**config.mk**
```make
export PLATFORM = sky130hd
export DESIGN_NAME = config_write_scheduler
export DESIGN_NICKNAME = d
export VERILOG_FILES = /design/src/rtl/config_write_scheduler_pkg.sv /design/src/rtl/config_write_scheduler_fifo.sv /design/src/rtl/config_write_scheduler.sv
export SDC_FILE = /design/constraint.sdc
export NUM_CORES = 1
export LEC_CHECK = 0
export CORE_MARGIN = 1.5
export CORE_UTILIZATION = 45
export CTS_CLUSTER_SIZE = 40
export DETAILED_ROUTE_END_ITERATION = 16
export DONT_BUFFER_PORTS = 1
export GPL_TIMING_DRIVEN = 0
export PLACE_DENSITY = 0.71
export RECOVER_POWER = 100
export SLEW_MARGIN = 40
export SYNTH_ARGS = -nofsm -noshare
export SYNTH_HDL_FRONTEND = slang
export SYNTH_SLANG_ARGS = --single-unit
```
**constraint.sdc**
```tcl
create_clock -name i_Clock -period 2.6 [get_ports i_Clock]
set_input_delay 0.26 -clock i_Clock [delete_from_list [all_inputs] [get_ports i_Clock]]
set_output_delay 0.26 -clock i_Clock [all_outputs]
set_load 0.01 [all_outputs]
```
**src/rtl/config_write_scheduler_pkg.sv**
```systemverilog
// Shared types for the config-bus write scheduler: the write record, the
// register-class bit and the issue FSM states.
package config_write_scheduler_pkg;

  // Register-number bit that selects voice-operator (1) versus global (0) registers.
  localparam int unsigned CFG_CLASS_BIT = 14;
  localparam int unsigned CFG_NUMBER_W  = 15;
  localparam int unsigned CFG_VALUE_W   = 16;

  typedef struct packed {
    logic [CFG_NUMBER_W-1:0] Number;
    logic [CFG_VALUE_W-1:0]  Value;
  } ConfigWrite_t;

  typedef enum logic [1:0] {
    IDLE,
    WAIT_FRAME,
    DRAIN
  } ConfigSchedState_t;

  // Voice-operator writes may issue at any time; globals are frame-aligned.
  function automatic logic is_voice_op(input ConfigWrite_t w);
    return w.Number[CFG_CLASS_BIT];
  endfunction

endpackage

```
**src/rtl/config_write_scheduler_fifo.sv**
```systemverilog
// Small synchronous FIFO of config writes with registered pointers and count.
// Depth is a power of two, so the pointers wrap naturally at FIFO_DEPTH.
module config_write_fifo
  import config_write_scheduler_pkg::*;
#(
  parameter int unsigned FIFO_DEPTH = 4,
  localparam int unsigned AddrW = $clog2(FIFO_DEPTH),
  localparam int unsigned CntW  = AddrW + 1
) (
  input  logic         i_Clock,
  input  logic         i_Reset,
  input  logic         push,
  input  ConfigWrite_t push_data,
  input  logic         pop,
  output ConfigWrite_t head,
  output logic [CntW-1:0] count,
  output logic         full,
  output logic         empty
);

  ConfigWrite_t      mem_q [FIFO_DEPTH];
  logic [AddrW-1:0]  wr_ptr_q;
  logic [AddrW-1:0]  rd_ptr_q;
  logic [CntW-1:0]   count_q;
  logic              do_push;
  logic              do_pop;

  // Overflow/underflow requests are dropped rather than corrupting state.
  assign do_push = push & ~full;
  assign do_pop  = pop & ~empty;

  // Pointer and occupancy registers.
  always_ff @(posedge i_Clock) begin
    if (!i_Reset) begin
      wr_ptr_q <= '0;
      rd_ptr_q <= '0;
      count_q  <= '0;
    end else begin
      if (do_push) wr_ptr_q <= wr_ptr_q + 1'b1;
      if (do_pop)  rd_ptr_q <= rd_ptr_q + 1'b1;
      case ({do_push, do_pop})
        2'b10:   count_q <= count_q + 1'b1;
        2'b01:   count_q <= count_q - 1'b1;
        default: count_q <= count_q;
      endcase
    end
  end

  // Storage array; contents are don't-care until written, so no reset.
  always_ff @(posedge i_Clock) begin
    if (do_push) mem_q[wr_ptr_q] <= push_data;
  end

  assign head  = mem_q[rd_ptr_q];
  assign count = count_q;
  assign full  = (count_q == CntW'(FIFO_DEPTH));
  assign empty = (count_q == '0);

endmodule

```
**src/rtl/config_write_scheduler.sv**
```systemverilog
// Config-bus write scheduler: round-robin arbitration between requesters, an
// in-order write queue, and an issue FSM that holds global writes until the
// next sample-frame boundary so note-on changes land atomically per frame.
module config_write_scheduler
  import config_write_scheduler_pkg::*;
#(
  parameter int unsigned NUM_REQ    = 2,
  parameter int unsigned FIFO_DEPTH = 4
) (
  input  logic                   i_Clock,
  input  logic                   i_Reset,
  input  logic [NUM_REQ-1:0]     i_ReqValid,
  output logic [NUM_REQ-1:0]     o_ReqReady,
  input  logic [NUM_REQ*15-1:0]  i_ReqNumber,
  input  logic [NUM_REQ*16-1:0]  i_ReqValue,
  input  logic                   i_FrameStart,
  output logic                   o_WriteEnable,
  output logic [14:0]            o_WriteNumber,
  output logic [15:0]            o_WriteValue,
  output logic                   o_Busy
);

  localparam int unsigned PtrW = (NUM_REQ > 1) ? $clog2(NUM_REQ) : 1;
  localparam int unsigned CntW = $clog2(FIFO_DEPTH) + 1;

  logic [PtrW-1:0]   rr_ptr_q, rr_ptr_d;
  logic [PtrW-1:0]   grant_idx;
  logic [PtrW-1:0]   scan_idx;
  logic [NUM_REQ-1:0] grant;

  logic              push;
  ConfigWrite_t      push_data;
  logic              pop;
  ConfigWrite_t      head;
  logic [CntW-1:0]   count;
  logic              full;
  logic              empty;

  ConfigSchedState_t state_q, state_d;

  logic              we_q;
  logic [14:0]       num_q;
  logic [15:0]       val_q;

  // Round-robin pick: first valid requester at or after the pointer. Ready
  // looks only at the registered full flag, never at a same-cycle pop.
  always_comb begin
    grant     = '0;
    grant_idx = '0;
    scan_idx  = '0;
    rr_ptr_d  = rr_ptr_q;
    if (i_Reset && !full) begin
      for (int unsigned i = 0; i < NUM_REQ; i++) begin
        scan_idx = PtrW'((32'(rr_ptr_q) + i) % NUM_REQ);
        if (grant == '0 && i_ReqValid[scan_idx]) begin
          grant[scan_idx] = 1'b1;
          grant_idx       = scan_idx;
        end
      end
      if (grant != '0) rr_ptr_d = PtrW'((32'(grant_idx) + 1) % NUM_REQ);
    end
  end

  assign o_ReqReady       = grant;
  assign push             = |grant;
  assign push_data.Number = i_ReqNumber[32'(grant_idx)*15 +: 15];
  assign push_data.Value  = i_ReqValue[32'(grant_idx)*16 +: 16];

  config_write_fifo #(
    .FIFO_DEPTH (FIFO_DEPTH)
  ) u_fifo (
    .i_Clock   (i_Clock),
    .i_Reset   (i_Reset),
    .push      (push),
    .push_data (push_data),
    .pop       (pop),
    .head      (head),
    .count     (count),
    .full      (full),
    .empty     (empty)
  );

  // Issue FSM: voice-op heads go straight out; a global head parks the queue
  // (including any voice-ops behind it) until a frame pulse, then the run of
  // globals drains back-to-back.
  always_comb begin
    state_d = state_q;
    pop     = 1'b0;
    case (state_q)
      IDLE: begin
        if (!empty) begin
          if (is_voice_op(head)) begin
            pop = 1'b1;
          end else if (i_FrameStart) begin
            // A global arriving at the head on the pulse cycle still catches it.
            pop     = 1'b1;
            state_d = DRAIN;
          end else begin
            state_d = WAIT_FRAME;
          end
        end
      end
      WAIT_FRAME: begin
        if (i_FrameStart && !empty) begin
          pop     = 1'b1;
          state_d = DRAIN;
        end
      end
      DRAIN: begin
        if (empty) begin
          state_d = IDLE;
        end else begin
          pop = 1'b1;
          if (is_voice_op(head)) state_d = IDLE;
        end
      end
      default: state_d = IDLE;
    endcase
  end

  // FSM state and arbitration pointer.
  always_ff @(posedge i_Clock) begin
    if (!i_Reset) begin
      state_q  <= IDLE;
      rr_ptr_q <= '0;
    end else begin
      state_q  <= state_d;
      rr_ptr_q <= rr_ptr_d;
    end
  end

  // Registered bus outputs; number/value hold between strobes.
  always_ff @(posedge i_Clock) begin
    if (!i_Reset) begin
      we_q  <= 1'b0;
      num_q <= '0;
      val_q <= '0;
    end else begin
      we_q <= pop;
      if (pop) begin
        num_q <= head.Number;
        val_q <= head.Value;
      end
    end
  end

  assign o_WriteEnable = we_q;
  assign o_WriteNumber = num_q;
  assign o_WriteValue  = val_q;
  assign o_Busy        = (count != '0) | we_q;

endmodule

```
==> Word level (Yosys, flattened, before mapping) <==
Memories as Yosys holds them, arrays and structs flattened. A register that Yosys moved wholly into a read port is not among the register bits.
Cells that the tools add are included.
{ "totals": {"in_bits": 67, "output_inout_bits": 35, "mem_count": 1, "ramBits": 124, "regBits": 42} }
{ "mem_list": {"columns": ["name", "depth", "word_bits", "read_ports", "rd_ports_with_merged_regs", "wr", "line", "rtl"], "rows": [
  ["u_fifo.mem_q", 4, 31, 1, 1, 1, "config_write_scheduler_fifo.sv:21", "ConfigWrite_t mem_q [FIFO_DEPTH];"]
]} }
{ "classes": {"eq_ne": 9, "addsub": 6, "multipliers": 1, "n_shift": 2, "mux": 35, "reduce_logical": 16, "bitwise_logic": 6, "order_cmp": 4} }
{ "ops": {"columns": ["cell", "count"], "rows": [
  ["$shiftx 32x6->16", 1],
  ["$shiftx 30x6->15", 1],
  ["$mux 2", 13],
  ["$mux 1", 17],
  ["$ne 2x2->1 const B", 3],
  ["$pmux 2 s3", 1],
  ["$pmux 3 s2", 1],
  ["$logic_and 1x1->1", 5],
  ["$mul 1x4->5 const B", 1],
  ["$add 2x1->2 const B", 2],
  ["$eq 2x1->1 const B", 2],
  ["$eq 2x2->1 const B", 2],
  ["$logic_not 2->1", 2],
  ["$lt 1x2->1 const B", 2],
  ["$reduce_and 4->1", 1],
  ["$reduce_bool 2->1", 2],
  ["$add 3x1->3 const B", 1],
  ["$eq 3x3->1 const B", 1],
  ["$logic_not 3->1", 1],
  ["$ne 3x3->1 const B", 1],
  ["$pmux 1 s3", 1],
  ["$reduce_bool 3->1", 1],
  ["$sub 3x1->3 const B", 1],
  ["$add 1x1->1 const B", 2],
  ["other kinds (9)", 14]
]} }

==> Longest topological paths before layout <==
Gate-level depths: netlist of run 1.
{ "logic_depth": {"word_depth": 15, "ltp_mapped": 12, "ltp_nobuf": 9} }

==> By module <==
Synthesis of run 1 repeated with hierarchy kept, for this count alone.
{ "unflattened": {"cells_unflattened": 410, "area_unflattened_um2": 6940.4} }
{ "modules_own_cells": {"columns": ["module", "area_per_inst_um2", "n_inst", "cells_per_inst", "seq_area_each_um2"], "rows": [
  ["config_write_fifo", 4964.8, 1, 215, 3903.7],
  ["config_write_scheduler", 1975.6, 1, 195, 700.7]
]} }

==> Worst setup path after synthesis of run 1 <==
No wires, ideal clock.
{ "synth_path": {"path_type": "reg2reg", "startpoint": "register with a tool-made name", "endpoint": "register u_fifo.count_q[2] (netlist: u_fifo.count[2])", "setup_time_ns": 0.071, "stages_incl_launch_ff": 12, "path_slack_ns": 0.176, "t_arrival_ns": 2.353, "cell_sequence": "dfxtp_1 mux4_2 o221ai_2 buf_4 buf_2 inv_2 ha_1 inv_1 fa_1 xor2_1 or3_1 a21oi_1"} }
{ "synth_rtl": {"columns": ["element", "line", "rtl"], "rows": [
  ["end signal: assignment", "config_write_scheduler_fifo.sv:42", "2'b10: count_q <= count_q + 1'b1;"],
  ["end signal: assignment", "config_write_scheduler_fifo.sv:43", "2'b01: count_q <= count_q - 1'b1;"],
  ["end signal: assignment", "config_write_scheduler_fifo.sv:44", "default: count_q <= count_q;"],
  ["end: declaration", "config_write_scheduler_fifo.sv:24", "logic [CntW-1:0] count_q;"]
]} }

==> results of run 1 <==
worst reg2reg max path: stages, from the launching register on:
cell and delay [ns]:
dfxtp_1 0.40, mux4_2 0.58, o221ai_2 0.19, buf_6 0.14
inv_1 0.04, ha_1 0.21, inv_1 0.08, fa_1 0.18
xor2_1 0.07, or3_1 0.30, a21oi_1 0.14
registers in the layout, indices dropped and copies added (netlist names), named ones only:
signal           cells
o_WriteEnable        1
u_fifo.count         3
o_WriteNumber       15
u_fifo.rd_ptr_q      2
o_WriteValue        16
u_fifo.wr_ptr_q      2
state_q              2
rr_ptr_q             1
u_fifo.mem_q       124
final timing paths:
| path | startpoint | endpoint | slack [ns] |
|---|---|---|---|
| max | flip-flop | u_fifo.count[2] | 0.20 |
| min | i_ReqValid[1] | rr_ptr_q | 0.05 |
| max reg2reg | flip-flop | u_fifo.count[2] | 0.20 |
| min reg2reg | u_fifo.rd_ptr_q[1] | u_fifo.rd_ptr_q[1] | 0.50 |
logic make-up (layout without fill, tap and decap cells):
| logic type | count (synthesis) | after routing |
|---|---|---|
| AOI/OAI and AO/OA | 44 | 44 |
| xor gates and xnor gates | 4 | 4 |
| adders and majority gates | 6 | 6 |
| and+or+nand+nor | 90 | 90 |
| muxes | 63 | 63 |
| DFF | 168 | 168 |
| buffers and inverters | 37 | 71 |
layer usage:
layer	routed length (µm)	GRT usage	share of wire	vias up
li1	-	-	-	1610
met2	6780	0.305	0.52	114
met5	0	0	0	-
met3	611	0.0517	0.047	19
met4	359	0.0798	0.027	0
met1	5360	0.207	0.41	1822
timing repair:
action                     4_1_cts  5_1_grt
setup endpoints to repair        2        2
hold endpoints to repair         1        0
gates resized for setup          0        1
setup buffers                    0        3
hold buffers                     1        0
layout by cell type (no fill, tap or decap), types with 2 or more instances in the layout:
master and count:
clkbuf_1 16, clkinv_2 3, o21ai_1 12, buf_4 4, ha_1 5, inv_2 2
edfxtp_1 124, nand3_1 31, inv_1 10, xnor2_1 2, nand2_1 34, clkbuf_16 17
o21ai_0 20, a21oi_1 6, buf_2 4, mux4_2 31, clkinv_4 4, clkbuf_2 3
dfxtp_1 44, xor2_1 2, bufinv_16 4, or3_1 3, mux2_1 31, nor2_1 10
and2_2 4
power by group:
group	switching (W)	total (W)	internal, W
registers	0.000344	0.00372	0.00337
clock network	0.000986	0.00259	0.00160
logic	0.000982	0.00166	0.000674
through the flow:
stage | utilization | setup WS (ns) | hold WS (ns)
after floorplan | - | 0.176 | 0.373
after global placement | 0.474 | -0.165 | 0.382
after detailed placement | 0.475 | -0.119 | 0.397
after CTS | 0.518 | 0.0348 | 0.0393
after global routing | 0.519 | 0.0593 | 0.0429
final | 0.519 | 0.200 | 0.0540
cell type report:
type / count / area (µm²)
fill: 1169 / 6940
sequential: 168 / 4600
multi-input combinational: 207 / 1850
clock buffer: 19 / 433
tap: 184 / 230
clock inverter: 13 / 181
buffer: 23 / 110
inverter: 12 / 45.0
timing repair buffer: 4 / 28.8
==> impl_metrics.ini, run 1 <==
[run_status]
outcome = finished, final reports clean

[clock_network]
cts.sinks = 168
cts-root-buf = clkbuf_16
cts_tree = done
cts-htree-levels = 4
clkTransAtPathRegs_ns = 0.06
clockBufferDepth = 2
clk_latency_ns = 0.42
numCtsBuffers = 17

[floorplan]
rows = 44
die_x_um = 124
core_mm2 = 0.0144
ios = 102
chipHeight_um = 124
start_util = 0.458
dieArea_mm2 = 0.0154

[yosys]
synth_area_leaders = edfxtp_1 56%, dfxtp_1 13%, mux4_2 11%, mux2_1 5.3%, nand3_1 2.3%
synth_compound_area_frac = 0.0377
synth_top_family_by_area = multiplexers
synthTopCellsByCount = 124 x edfxtp_1, 44 x dfxtp_1, 34 x nand2_1
synth_area_per_cell_um2 = 16.0
synth_top_area_cell = edfxtp_1
syn_inst = 412
yosysMostFrequentCell = edfxtp_1
synthSimpleGateAreaFrac = 0.0632
ys_types = 35
synth_nets = 485
netlist.area_leader.share = 0.563
post_synth_fa_ha_maj_area_fraction = 0.0125
synth_warnings = 0
synth-edff-count = 124
yosys-mux-area-fraction = 0.160
synth-xor-area-share = 0.00530
synth_area_mm2 = 0.00661
synthArstFlopShare = 0
ys_ff_latch = 168
synth_ff_type = edfxtp_1
ys_seq_area_frac = 0.696

[timing]
skew_ns = 0.00734
maxSlewViolCount = 0
slew_headroom = 0.403
period_minus_slack_ns = 2.40
rsz0062_at_grt = no
setup_viol = 0
hold_viol = 0
tightest_slew_ns = 0.896
finalSetupTns_ns = 0
fin_crit_sh = 0.923
timing.fmax_ghz = 0.417

[global_routing]
grt_max_degree = 32
grt_pass1_vias = 3759
grt_use_total = 0.178
grt_pass1_wl_um = 20500
grt-ovfl-total = 0
antenna_found_initial = 0

[route]
post_drt_wl_per_cell_um = 20.8
final_antenna_net_count = 0
wirelength_um = 13100
drt_iter0_markers = 189
viasPerCell = 5.66
remaining_drc_errors = 0
firstDrtPassIters = 4
num_vias = 3565

[finish]
antenna_cells = 0
nNetsFinal = 506
final_cells = 630
area_growth_pct = 13.1
final_area_mm2 = 0.00748
drive_above_1_share = 0.182

[worst_setup_path]
reg2reg_depth = 10
critPathRequiredTime_ns = 2.95
critical_path.max_fanout = 4
crit_type = flip-flop to flip-flop
crit_top_cell = inv_1
slowest_delay_ns = 0.58
slowest_stage = mux4_2
cp-end-kind = flip-flop
critPathArrivalTime_ns = 2.75
crit_chain = mux4_2 -> o221ai_2 -> buf_6 -> inv_1 -> ha_1 -> inv_1 -> fa_1 -> xor2_1 -> or3_1 -> a21oi_1
startpoint_type = flip-flop
worstSetupPathDepth = 10
crit_family = multiplexers
critPathBufInv = 3

[placed_design]
dp_hpwl_um = 8230
io_buffers = 0
place_area_mm2 = 0.00685
placedCellCount = 596
place.gp.congestion = 0.750

[power_and_ir_drop]
power.density_mw_per_mm2 = 1060
power_w = 0.00796
vdd_drop_max_uv = 557
leakage_nw = 2.48

[hold_path]
hold_class = input port to flip-flop
holdPathStages = 2

[job]
drv_cap = 0
Note: power is estimated with default switching activity, not from simulation.
==> inputs of run 2 (changes only) <==
==> constraint.sdc (replaced) <==
create_clock -name i_Clock -period 2.6 [get_ports i_Clock]
set_input_delay 0.65 -clock i_Clock [delete_from_list [all_inputs] [get_ports i_Clock]]
set_output_delay 0.65 -clock i_Clock [all_outputs]
set_load 0.01 [all_outputs]
==> impl_metrics.ini, run 2 (synthesized netlist as in run 1, its figures left out) <==
[global_routing]
grt-ovfl-total = 0
antenna_found_initial = 0
grt_pass1_vias = 3763
grt_max_degree = 32
grt_use_total = 0.178
grt_pass1_wl_um = 20500

[placed_design]
pre_cts_ws_ns = -0.127
dp_hpwl_um = 8230
io_buffers = 0
place.gp.congestion = 0.750

[timing]
timing.fmax_ghz = 0.404
worst_slack_ns = 0.127
setup_viol = 0
hold_viol = 0
fin_crit_sh = 0.951
tightest_slew_ns = 0.898
skew_ns = 0.00799
maxSlewViolCount = 0
holdWs_ns = 0.346
rsz0062_at_grt = no
slew_headroom = 0.402
period_minus_slack_ns = 2.47

[worst_setup_path]
critPathRequiredTime_ns = 2.95
slowest_stage = mux4_2
crit_family = multiplexers
startpoint_type = flip-flop
cp-end-kind = flip-flop
crit_chain = mux4_2 -> o221ai_1 -> buf_6 -> inv_2 -> ha_1 -> inv_1 -> fa_1 -> xor2_1 -> or3_1 -> a21oi_1
critPathArrivalTime_ns = 2.82
crit_type = flip-flop to flip-flop
critical_path.max_fanout = 4
slowest_delay_ns = 0.57
critPathBufInv = 3

[clock_network]
numCtsBuffers = 17
cts_tree = done
clk_latency_ns = 0.42
clockBufferDepth = 2
cts.sinks = 168
cts-htree-levels = 4
cts-root-buf = clkbuf_16
clkTransAtPathRegs_ns = 0.06
postCtsHoldBufs = 0

[finish]
multi_input_area_mm2 = 0.00185
largest_register = u_fifo.mem_q
nNetsFinal = 505
largest_register_ffs = 124
drive_above_1_share = 0.189
seq_area_mm2 = 0.00460
final_cell_mix = 124 x edfxtp_1, 44 x dfxtp_1, 34 x nand2_1
antenna_cells = 0
area_growth_pct = 13.0
nFillCells = 1172
layout_commonest_cell = edfxtp_1

[floorplan]
chipHeight_um = 124
rows = 44
die_x_um = 124
dieArea_mm2 = 0.0154
ios = 102
core_mm2 = 0.0144
start_util = 0.458

[job]
drv_cap = 0

[power_and_ir_drop]
power.density_mw_per_mm2 = 1060
vdd_drop_max_uv = 556
leakage_nw = 2.47

[route]
firstDrtPassIters = 4
wirelength_um = 13100
viasPerCell = 5.64
post_drt_wl_per_cell_um = 20.9
remaining_drc_errors = 0
final_antenna_net_count = 0
drt_iter0_markers = 210
num_vias = 3545

[hold_path]
hold_class = input port to flip-flop

[run_status]
outcome = finished, final reports clean
==> run 2: cell count changes in the layout (fill, tap and decap cells not counted), sizes merged <==
| cell | change |
|---|---|
| dlygate4sd3 | -1 |
==> run 2: worst reg2reg max path, cell delays in order (launching register included) <==
cell	delay, ns
dfxtp_1	0.39
mux4_2	0.57
o221ai_1	0.26
buf_6	0.16
inv_2	0.04
ha_1	0.21
inv_1	0.08
fa_1	0.18
xor2_1	0.07
or3_1	0.30
a21oi_1	0.14
==> run 2: what timing repair did <==
item                                    in CTS  in global routing
endpoints found under the setup margin       2                  3
buffers inserted                             0                  3
resized for setup                            0                  4
==> run 2: worst paths after layout <==
| kind | from | to | slack [ns] | cells past startpoint |
|---|---|---|---|---|
| max | flip-flop | u_fifo.count[2] | 0.13 | 10 |
| max reg2reg | flip-flop | u_fifo.count[2] | 0.13 | 10 |
| min reg2reg | u_fifo.rd_ptr_q[1] | u_fifo.rd_ptr_q[1] | 0.50 | 2 |
| min | i_FrameStart | state_q[0] | 0.35 | 1 |
==> run 2: routing by layer <==
metal,up-vias,part of all wire,GRT usage
met1,1808,0.40,0.206
met3,19,0.052,0.0517
met5,-,0,0
met4,0,0.027,0.0805
li1,1604,-,-
met2,114,0.52,0.305
==> run 2: area by class of cell <==
cell class / instances / area share
sequential: 168 / 0.616
timing repair buffer: 3 / 0.00251
tap: 184 / 0.0308
inverter: 12 / 0.00603
multi-input combinational: 207 / 0.247
buffer: 23 / 0.0149
clock inverter: 13 / 0.0243
clock buffer: 19 / 0.0580
==> run 2: report_power, final <==
group | switching (W) | total [W] | internal, W
Combinational | 0.000978 | 0.00164 | 0.000662
Sequential | 0.000345 | 0.00372 | 0.00337
Clock | 0.000988 | 0.00259 | 0.00160
==> run 2: stage by stage <==
step           power, W  instance area [µm²]  TNS (ns)  cells   util
4_1_cts         0.00804                 7460         0    627  0.517
3_5_place_dp    0.00547                 6850    -0.176    596  0.475
2_1_floorplan   0.00495                 6610         0    412      -
6_report        0.00795                 7470         0    629  0.518
3_3_place_gp    0.00536                 6840    -67.53    596  0.474
5_1_grt         0.00831                 7470         0    629  0.518
